==> src/rtl/keypad_pkg.sv <==
// keypad_pkg
// Shared types and defaults for the keypad event path.
//   key_code_t      : 4-bit hex key code
//   KEY_NONE        : code presented on out_code while the queue is empty
//   DEFAULT_DEPTH   : default FIFO depth (power of two, 2..16)
//   DEFAULT_HOLDOFF : default repeat-suppression window in clk cycles
//   timer_width()   : bit width needed for a hold-off down-counter
package keypad_pkg;

  typedef logic [3:0] key_code_t;

  localparam key_code_t KEY_NONE        = 4'h0;
  localparam int        DEFAULT_DEPTH   = 4;
  localparam int        DEFAULT_HOLDOFF = 1000;

  // At least one bit so a disabled hold-off (0) still yields a legal vector.
  function automatic int timer_width(input int holdoff);
    if (holdoff < 2) return 1;
    return $clog2(holdoff + 1);
  endfunction

endpackage

==> src/rtl/key_fifo_mem.sv <==
// key_fifo_mem
// First-word-fall-through storage for key codes: DEPTH x 4 array, wrapping
// read/write pointers and an occupancy counter.
// Ports:
//   clk, rst      : clock, synchronous active-high reset
//   clear         : synchronous flush (pushes/pops in the same cycle ignored)
//   push, wr_data : write request and data (dropped when full with no pop)
//   pop           : read request (ignored when empty)
//   push_accepted : combinational, this cycle's push will be stored
//   rd_data       : registered head entry, KEY_NONE when empty
//   count         : registered occupancy
//   full, empty   : decodes of count
module key_fifo_mem
  import keypad_pkg::*;
#(
  parameter int DEPTH = DEFAULT_DEPTH
) (
  input  logic                       clk,
  input  logic                       rst,
  input  logic                       clear,
  input  logic                       push,
  input  key_code_t                  wr_data,
  input  logic                       pop,
  output logic                       push_accepted,
  output key_code_t                  rd_data,
  output logic [$clog2(DEPTH):0]     count,
  output logic                       full,
  output logic                       empty
);

  localparam int PW = $clog2(DEPTH);
  localparam int CW = PW + 1;

  key_code_t         mem [DEPTH];
  logic [PW-1:0]     wr_ptr_reg;
  logic [PW-1:0]     rd_ptr_reg;
  logic [PW-1:0]     rd_ptr_next;
  logic [CW-1:0]     count_reg;
  logic [CW-1:0]     count_next;
  key_code_t         head_reg;
  key_code_t         head_next;
  logic              push_ok;
  logic              pop_ok;

  assign full  = (count_reg == CW'(DEPTH));
  assign empty = (count_reg == '0);

  always_comb begin
    pop_ok      = pop && !empty && !clear && !rst;
    // A pop in the same cycle frees the slot a full FIFO needs.
    push_ok     = push && (!full || pop_ok) && !clear && !rst;
    // DEPTH is a power of two, so the pointers wrap naturally.
    rd_ptr_next = pop_ok ? rd_ptr_reg + 1'b1 : rd_ptr_reg;
    count_next  = count_reg;
    case ({push_ok, pop_ok})
      2'b10:   count_next = count_reg + CW'(1);
      2'b01:   count_next = count_reg - CW'(1);
      default: count_next = count_reg;
    endcase
    // The head register is refreshed from the array using next-state
    // pointers; when the slot about to become head is being written this
    // very cycle, the array still holds stale data, so forward wr_data.
    head_next = KEY_NONE;
    if (count_next != '0) begin
      if (push_ok && (wr_ptr_reg == rd_ptr_next))
        head_next = wr_data;
      else
        head_next = mem[rd_ptr_next];
    end
  end

  // Storage carries no reset so it maps onto plain RAM.
  always_ff @(posedge clk) begin
    if (push_ok)
      mem[wr_ptr_reg] <= wr_data;
  end

  always_ff @(posedge clk) begin
    if (rst || clear) begin
      wr_ptr_reg <= '0;
      rd_ptr_reg <= '0;
      count_reg  <= '0;
      head_reg   <= KEY_NONE;
    end else begin
      if (push_ok)
        wr_ptr_reg <= wr_ptr_reg + 1'b1;
      rd_ptr_reg <= rd_ptr_next;
      count_reg  <= count_next;
      head_reg   <= head_next;
    end
  end

  assign push_accepted = push_ok;
  assign rd_data       = head_reg;
  assign count         = count_reg;

endmodule

==> src/rtl/key_event_queue.sv <==
// key_event_queue
// Buffers debounced key presses for the display stage in a small FWFT FIFO
// and discards a repeat of the last accepted code inside a hold-off window.
// Ports:
//   clk, rst             : clock, synchronous active-high reset
//   key_valid, key_code  : one-cycle press pulse and its hex code
//   clear                : synchronous flush of contents and all flags
//   out_valid, out_code  : head entry available / head code (0 when empty)
//   out_ready            : consumer takes the head this cycle
//   count                : current occupancy
//   overflow             : sticky, a press was dropped on a full FIFO
//   suppressed           : one-cycle pulse, a press was discarded by hold-off
module key_event_queue
  import keypad_pkg::*;
#(
  parameter int DEPTH   = DEFAULT_DEPTH,
  parameter int HOLDOFF = DEFAULT_HOLDOFF
) (
  input  logic                   clk,
  input  logic                   rst,
  input  logic                   key_valid,
  input  key_code_t              key_code,
  input  logic                   clear,
  output logic                   out_valid,
  output key_code_t              out_code,
  input  logic                   out_ready,
  output logic [$clog2(DEPTH):0] count,
  output logic                   overflow,
  output logic                   suppressed
);

  localparam int TW = timer_width(HOLDOFF);

  logic [TW-1:0] timer_reg;
  key_code_t     last_code_reg;
  logic          last_valid_reg;
  logic          overflow_reg;
  logic          suppressed_reg;

  logic          repeat_hit;
  logic          push_req;
  logic          pop_fire;
  logic          push_accepted;
  logic          fifo_full;
  logic          fifo_empty;

  // Repeat only counts while the window is still open; a zero timer (or
  // HOLDOFF=0, which never loads a nonzero value) lets every press through.
  assign repeat_hit = last_valid_reg && (key_code == last_code_reg) && (timer_reg != '0);
  assign push_req   = key_valid && !repeat_hit;
  assign out_valid  = !fifo_empty;
  assign pop_fire   = out_valid && out_ready;

  key_fifo_mem #(
    .DEPTH (DEPTH)
  ) u_fifo (
    .clk           (clk),
    .rst           (rst),
    .clear         (clear),
    .push          (push_req),
    .wr_data       (key_code),
    .pop           (pop_fire),
    .push_accepted (push_accepted),
    .rd_data       (out_code),
    .count         (count),
    .full          (fifo_full),
    .empty         (fifo_empty)
  );

  always_ff @(posedge clk) begin
    if (rst || clear) begin
      timer_reg      <= '0;
      last_code_reg  <= KEY_NONE;
      last_valid_reg <= 1'b0;
      overflow_reg   <= 1'b0;
      suppressed_reg <= 1'b0;
    end else begin
      suppressed_reg <= key_valid && repeat_hit;
      // A dropped press does not become the "last accepted" code.
      if (push_req && fifo_full && !pop_fire)
        overflow_reg <= 1'b1;
      if (push_accepted) begin
        last_code_reg  <= key_code;
        last_valid_reg <= 1'b1;
        timer_reg      <= TW'(HOLDOFF);
      end else if (timer_reg != '0) begin
        timer_reg <= timer_reg - 1'b1;
      end
    end
  end

  assign overflow   = overflow_reg;
  assign suppressed = suppressed_reg;

endmodule

==> config.mk <==
export PLATFORM = sky130hd
export DESIGN_NAME = key_event_queue
export DESIGN_NICKNAME = d
export VERILOG_FILES = /design/src/rtl/keypad_pkg.sv /design/src/rtl/key_fifo_mem.sv /design/src/rtl/key_event_queue.sv
export SDC_FILE = /design/constraint.sdc
export NUM_CORES = 1
export LEC_CHECK = 0
export BUFFER_PORTS_ARGS = -buffer_cell sky130_fd_sc_hd__buf_2
export CAP_MARGIN = 30
export CORE_ASPECT_RATIO = 1.4
export CORE_MARGIN = 2
export CORE_UTILIZATION = 60
export DETAILED_ROUTE_END_ITERATION = 10
export HOLD_SLACK_MARGIN = 0.06
export PLACE_DENSITY = 0.8
export SLEW_MARGIN = 20
export SYNTH_ARGS = -nofsm -noshare
export SYNTH_HDL_FRONTEND = slang
export SYNTH_SLANG_ARGS = --single-unit
==> constraint.sdc <==
create_clock -name clk -period 6.2 [get_ports clk]
set_input_delay 1.24 -clock clk [delete_from_list [all_inputs] [get_ports clk]]
set_output_delay 1.24 -clock clk [all_outputs]
set_load 0.03 [all_outputs]
==> results of run 1 <==
[final timing paths]
kind	endpoint	from	slack, ns
setup / recovery	u_fifo.rd_data[1]	clear	1.74
hold / removal	overflow	overflow	0.48
setup reg to reg	u_fifo.rd_data[1]	u_fifo.count[0]	2.64
hold reg to reg	overflow	overflow	0.48
[metrics by stage]
| stage | util | cell area, µm² |
|---|---|---|
| 6_report | 0.682 | 2510 |
| 5_1_grt | 0.682 | 2510 |
| 4_1_cts | 0.682 | 2510 |
| 3_5_place_dp | 0.652 | 2400 |
| 3_3_place_gp | 0.652 | 2400 |
| 2_1_floorplan | - | 2320 |
[worst max-delay path, cell delays in order]
cell and delay [ns]:
buf_2 0.12, or3b_1 0.53, nor2_1 0.60, ha_1 0.30, inv_1 0.06, fa_1 0.38
xor2_1 0.16, or3_1 0.33, a31oi_1 0.56, o2111ai_1 0.21, mux2i_1 0.17
[layout make-up]
cell class                 instances  area (µm²)
clock inverter                     2        35.0
inverter                          11        41.3
sequential                        44        1040
clock buffer                       6        72.6
tap                               42        52.6
multi-input combinational        164        1160
fill                             301        1170
timing repair buffer              20         105
[Yosys cell counts (all sizes together)]
library cell	n	area, µm²
mux2	4	45.0
inv	11	41.3
nor3b	4	35.0
o31ai	2	28.8
or3	2	12.5
edfxtp	16	480
xnor2	10	87.6
nand2b	1	6.26
a2bb2oi	3	26.3
o211ai	2	15.0
xor2	3	26.3
or3b	1	8.76
a31oi	3	33.8
dfxtp	28	561
a21oi	13	65.1
and3	6	47.6
o2111ai	5	43.8
o21a	2	15.0
ha	7	87.6
nor2	25	93.8
or2	1	6.26
nand3	5	25.0
fa	1	20.0
clkbuf	5	18.8
nand2	11	43.8
o21ai	9	45.0
mux2i	12	120
nor4	10	68.8
or4	3	26.3
or4b	1	10.0
a211oi	8	65.1
buf	7	60.1
nor3	10	50.1
[logic make-up after synthesis]
kind of cell / synth area share
AND/OR/NAND/NOR: 0.187
AO/OA/AOI/OAI: 0.146
flip-flops: 0.449
buffers and inverters: 0.0518
multiplexers: 0.0712
XOR/XNOR: 0.0491
adder cells (fa/ha/maj): 0.0464
[routing by layer]
layer,global-route usage,share of wire
met1,0.224,0.39
met2,0.430,0.55
met3,0.0450,0.045
met4,0.105,0.015
met5,0,0
[power by group]
group,switching [mW],internal [mW]
clock network,0.0958,0.120
logic,0.169,0.144
registers,0.0331,0.328
total,0.298,0.591
==> impl_metrics.env, run 1 <==
export IMPL_hold_violations=0
export IMPL_dp_worst_setup_slack_ns=1.48
export IMPL_postSynthAreaPerCell_um2=10.0
export IMPL_io_pins=19
export IMPL_hp_class="flip-flop to flip-flop"
export IMPL_outcome="finished, final reports clean"
export IMPL_whs_ns=0.475
export IMPL_drc=0
export IMPL_rows=26
export IMPL_clock_latency_ns=0.29
export IMPL_die_w_um=56.6
export IMPL_final_cells=289
export IMPL_fmax_ghz=0.224
export IMPL_viasPerCell=6.11
export IMPL_antenna_found_initial=0
export IMPL_synth_nets=248
export IMPL_dp_cells=281
export IMPL_ys_seq_elements=44
export IMPL_finalMaxSlewViolations=0
export IMPL_grt_total_usage=0.225
export IMPL_required_ns=6.42
export IMPL_cts_tree="built"
export IMPL_start_util=0.631
export IMPL_fin_ws_ns=1.74
export IMPL_hold_depth=2
export IMPL_drt_wirelength_per_cell_um=16.3
export IMPL_skew_ns=0.00906
export IMPL_largest_register_ff_count=16
export IMPL_cts_setup_buffers=0
export IMPL_core_area_mm2=0.00368
export IMPL_grt_ovfl_total=0
export IMPL_clockRootBuffer="clkbuf_8"
export IMPL_areaGrowthSynthToFinish_pct=8.04
export IMPL_diodes=0
export IMPL_dieArea_mm2=0.00439
export IMPL_cts_htree_levels=2
export IMPL_worstMarginPinSlew_ns=0.708
export IMPL_reg2regPathDepth=11
export IMPL_postCtsHoldBufs=0
export IMPL_cp_max_fo=11
export IMPL_crit_type="input pin to flip-flop"
export IMPL_vias=1766
export IMPL_power_density_mw_per_mm2=355
export IMPL_rsz0062_at_grt="false"
export IMPL_worstPathArrival_ns=4.68
export IMPL_fin_crit_ns=4.46
export IMPL_drtIter0Drc=104
export IMPL_seq_area_frac_synth=0.449
export IMPL_slew_headroom=0.526
export IMPL_dr_pass1_iters=4
export IMPL_postRouteAntennaNets=0
export IMPL_cp_start_kind="input pin"
export IMPL_p_leak_nw=0.913
export IMPL_final_cell_mix="dfxtp_1 (28), nor2_1 (25), buf_2 (18)"
export IMPL_path_clk_slew_ns=0.08
export IMPL_synth_cell_type_count=47
export IMPL_cts_sinks=44
export IMPL_place_congestion=0.861
export IMPL_drt_wl_total_um=4710
export IMPL_clk_path_buf_depth=2
export IMPL_total_power_mw=0.890
export IMPL_grt_pass1_vias=1768
export IMPL_yosysWarnings=0
export IMPL_drive_gt1_frac=0.182
export IMPL_syn_area_mm2=0.00232
export IMPL_cap_violations=0
export IMPL_hpwl_um=3460
export IMPL_synth_cells=231
export IMPL_finalSetupViolCount=0
export IMPL_grt_pass1_wl_um=7700
export IMPL_die_height_um=77.6
export IMPL_grt_max_degree=23
export IMPL_worst_setup_path_end_kind="flip-flop"
export IMPL_final_common_cell="dfxtp_1"
export IMPL_ctsResizeCount=0
export IMPL_final_nets=263
export IMPL_portBuffers=18
export IMPL_fin_crit_sh=0.719
export IMPL_cts_buffers=5
export IMPL_fin_tns_setup_ns=0
export IMPL_vdd_drop_max_v=0.000343
No activity file was read; power rests on OpenSTA's default activity.
==> run 2: changes to the inputs <==
--- a/config.mk
+++ b/config.mk
@@ -5,14 +5,15 @@
 export SDC_FILE = /design/constraint.sdc
 export NUM_CORES = 1
 export LEC_CHECK = 0
+export ABC_AREA = 1
 export BUFFER_PORTS_ARGS = -buffer_cell sky130_fd_sc_hd__buf_2
 export CAP_MARGIN = 30
 export CORE_ASPECT_RATIO = 1.4
 export CORE_MARGIN = 2
-export CORE_UTILIZATION = 60
+export CORE_UTILIZATION = 59
 export DETAILED_ROUTE_END_ITERATION = 10
 export HOLD_SLACK_MARGIN = 0.06
-export PLACE_DENSITY = 0.8
+export PLACE_DENSITY = 0.79
 export SLEW_MARGIN = 20
 export SYNTH_ARGS = -nofsm -noshare
 export SYNTH_HDL_FRONTEND = slang
==> constraint.sdc (replaced) <==
create_clock -name clk -period 4.7 [get_ports clk]
set_input_delay 0.94 -clock clk [delete_from_list [all_inputs] [get_ports clk]]
set_output_delay 0.94 -clock clk [all_outputs]
set_load 0.03 [all_outputs]
==> run 2 against run 1 <==
  * Via count up 0.96%
  * Largest power group is now combinational cells
  * Non-clock buffer count fell by 2
  * Critical path depth increased by 6
  * Design area shrank 1.5%
  * Sequential power grew 30%
  * Setup slack worse by 0.52 ns
  * Sequential share of layout area grew 0.65 points
  * Synthesized area shrank 3.5%
  * Combinational power rose by 57%
  * Critical path type unchanged
  * Wire length decreased by 9.2%
==> impl_metrics.env, run 2 <==
export IMPL_seqPwrFrac=0.378
export IMPL_cap_violations=0
export IMPL_switching_power_mw=0.471
export IMPL_required_ns=4.93
export IMPL_yosysWarnings=0
export IMPL_synth_edff_count=16
export IMPL_min_to="overflow"
export IMPL_drtIter0Drc=62
export IMPL_postCtsHoldBufs=0
export IMPL_fillers=322
export IMPL_ctsResizeCount=0
export IMPL_grt_max_degree=18
export IMPL_outcome="finished, final reports clean"
export IMPL_final_nets=324
export IMPL_crit_type="input pin to flip-flop"
export IMPL_power_density_mw_per_mm2=505
export IMPL_grt_ovfl_total=0
export IMPL_slew_headroom=0.757
export IMPL_netSwitchingFraction=0.378
export IMPL_cp_top_family="simple AND/OR/NAND/NOR gates"
export IMPL_rsz0062_at_grt="false"
export IMPL_path_clk_slew_ns=0.08
export IMPL_synthMostInstantiatedCell="inv_1"
export IMPL_worstMarginPinSlew_ns=0.363
export IMPL_crit_chain="buf_2, inv_1, nand2_2, inv_1, nand3_1, nor2_4, inv_2, ha_1, inv_1, fa_1, nor2_1, a21oi_1, nand2_1, nor2_1, nor2_1, nand2_1, nor2_1"
export IMPL_dp_cells=342
export IMPL_drt_wl_total_um=4270
export IMPL_drt_wirelength_per_cell_um=12.2
export IMPL_core_area_mm2=0.00364
export IMPL_hpwl_um=3300
export IMPL_die_w_um=56.1
export IMPL_place_congestion=0.815
export IMPL_antenna_found_initial=0
export IMPL_largest_register_ff_count=16
export IMPL_io_pins=19
export IMPL_worstPathArrival_ns=3.71
export IMPL_hp_class="flip-flop to flip-flop"
export IMPL_final_area_mm2=0.00247
export IMPL_portBuffers=18
export IMPL_max_stage_delay_ns=0.42
export IMPL_cts_buffers=5
export IMPL_cts_setup_buffers=0
export IMPL_skew_ns=0.00614
export IMPL_finalMaxSlewViolations=0
export IMPL_p_leak_nw=1.19
export IMPL_async_flop_share=0
export IMPL_fmax_ghz=0.288
export IMPL_cp_common_cell="nor2_1"
export IMPL_worstReg2RegEnd="u_fifo.rd_data[3]"
export IMPL_ys_seq_elements=44
export IMPL_dr_pass1_iters=6
export IMPL_diodes=0
export IMPL_fin_crit_ns=3.48
export IMPL_cp_max_fo=17
export IMPL_r2r_setup_slack_ns=1.58
export IMPL_clock_latency_ns=0.29
export IMPL_dieArea_mm2=0.00431
export IMPL_hold_depth=2
export IMPL_synth_area_top_cells="dfxtp_1 (25%), edfxtp_1 (21%), inv_1 (9.7%)"
export IMPL_hp_start="overflow"
export IMPL_dpl_cell_area_mm2=0.00236
export IMPL_fin_tns_setup_ns=0
export IMPL_rr_startpoint="timer_reg[0]"
export IMPL_vias=1783
export IMPL_cts_sinks=44
export IMPL_syn_area_mm2=0.00224
export IMPL_synth_commonest_cells="inv_1 (58), nand2_1 (50), nor2_1 (38)"
export IMPL_synth_top_cell_by_area="dfxtp_1"
export IMPL_cp_num_buf_inv=5
export IMPL_synth_cells=285
export IMPL_grt_pass1_wl_um=7710
export IMPL_seq_area_frac_synth=0.465
export IMPL_cp_start_kind="input pin"
export IMPL_grt_total_usage=0.224
export IMPL_hold_violations=0
export IMPL_final_cell_mix="inv_1 (58), nand2_1 (50), nor2_1 (38)"
export IMPL_finalSetupViolCount=0
export IMPL_drc=0
export IMPL_fin_crit_sh=0.740
export IMPL_areaGrowthSynthToFinish_pct=10.2
export IMPL_final_common_cell="inv_1"
export IMPL_postRouteAntennaNets=0
export IMPL_grt_pass1_vias=1770
export IMPL_worst_setup_path_end_kind="flip-flop"
export IMPL_reg2regPathDepth=17
export IMPL_viasPerCell=5.09
export IMPL_postSynthAreaPerCell_um2=7.86
export IMPL_final_cells=350
export IMPL_power_frac_clock=0.228
export IMPL_drive_gt1_frac=0.140
export IMPL_clk_path_buf_depth=2
export IMPL_start_util=0.615
export IMPL_multi_input_comb_area_um2=951
export IMPL_internal_power_mw=0.774
export IMPL_slowest_stage="fa_1"
export IMPL_die_height_um=76.9
export IMPL_cts_htree_levels=2
export IMPL_synth_cell_type_count=28
export IMPL_rows=26
export IMPL_netlist_area_leader_share=0.250
export IMPL_final_seq_area_mm2=0.00104
export IMPL_synth_nets=302
export IMPL_clockRootBuffer="clkbuf_8"
export IMPL_cts_tree="built"
export IMPL_vdd_drop_max_v=0.000493
export IMPL_synth_ff_type="dfxtp_1"
export IMPL_combPwrFrac=0.394
## run 2: power groups by stage
stage / registers (mW) / clock network [mW] / logic (mW)
finish: 0.471 / 0.283 / 0.490
global route: 0.478 / 0.307 / 0.560
CTS: 0.471 / 0.289 / 0.492
detailed placement: 0.479 / 0 / 0.489
global placement: 0.479 / 0 / 0.483
floorplan: 0.474 / 0 / 0.403
## run 2: through the flow
step | util | hold slack [ns] | setup WS, ns | total power [mW]
3_5_place_dp | 0.647 | 0.460 | 0.901 | 0.968
3_3_place_gp | 0.647 | 0.448 | 0.955 | 0.962
4_1_cts | 0.677 | 0.478 | 1.19 | 1.25
6_report | 0.677 | 0.478 | 1.22 | 1.24
2_1_floorplan | - | 0.440 | 1.68 | 0.877
5_1_grt | 0.677 | 0.504 | 0.879 | 1.35
## run 2: metal layers
layer  vias up  global-route usage  routed length (µm)
met5         -                   0                   0
met4         0              0.0500                  46
met3         6              0.0540                 145
met2        28               0.416                2370
met1       817               0.255                1710
li1        932                   -                   -
## run 2: kinds of logic (layout without fill, tap and decap cells)
kind of cell / after synthesis / in the layout / synth area share
compound gates: 28 / 28 / 0.0648
xor+xnor: 5 / 5 / 0.0196
fa+ha+maj: 8 / 8 / 0.0480
buf+inv: 62 / 85 / 0.111
flops: 44 / 44 / 0.465
simple gates: 138 / 138 / 0.292
## run 2: layout make-up
type / instances / share of cell area
Inverter: 59 / 0.0898
Multi-Input combinational cell: 179 / 0.385
Clock inverter: 3 / 0.0172
Clock buffer: 5 / 0.0279
Timing Repair Buffer: 18 / 0.0365
Sequential cell: 44 / 0.422
Tap cell: 42 / 0.0213
## run 2: how the worst max path moves through the flow
stage / start / endpoint / cells past startpoint / slack, ns
2_1_floorplan: rst / u_fifo.rd_data[0] / 17 / 1.68
3_3_place_gp: rst / u_fifo.rd_data[2] / 17 / 0.96
4_1_cts: rst / u_fifo.rd_data[3] / 17 / 1.19
5_1_grt: clear / u_fifo.rd_data[1] / 17 / 0.88
3_5_place_dp: rst / u_fifo.rd_data[3] / 17 / 0.90
6_report: rst / u_fifo.rd_data[3] / 17 / 1.22
## run 2: worst register-to-register path, cell delays in order, from the launching register on
cell and delay, ns:
dfxtp_1 0.33, inv_1 0.12, ha_1 0.22, nand2_2 0.08, nor3_4 0.30, nor2_2 0.11
nor2_4 0.25, inv_2 0.18, ha_1 0.23, inv_1 0.09, fa_1 0.42, nor2_1 0.12
a21oi_1 0.06, nand2_1 0.07, nor2_1 0.05, nor2_1 0.25, nand2_1 0.09, nor2_1 0.10
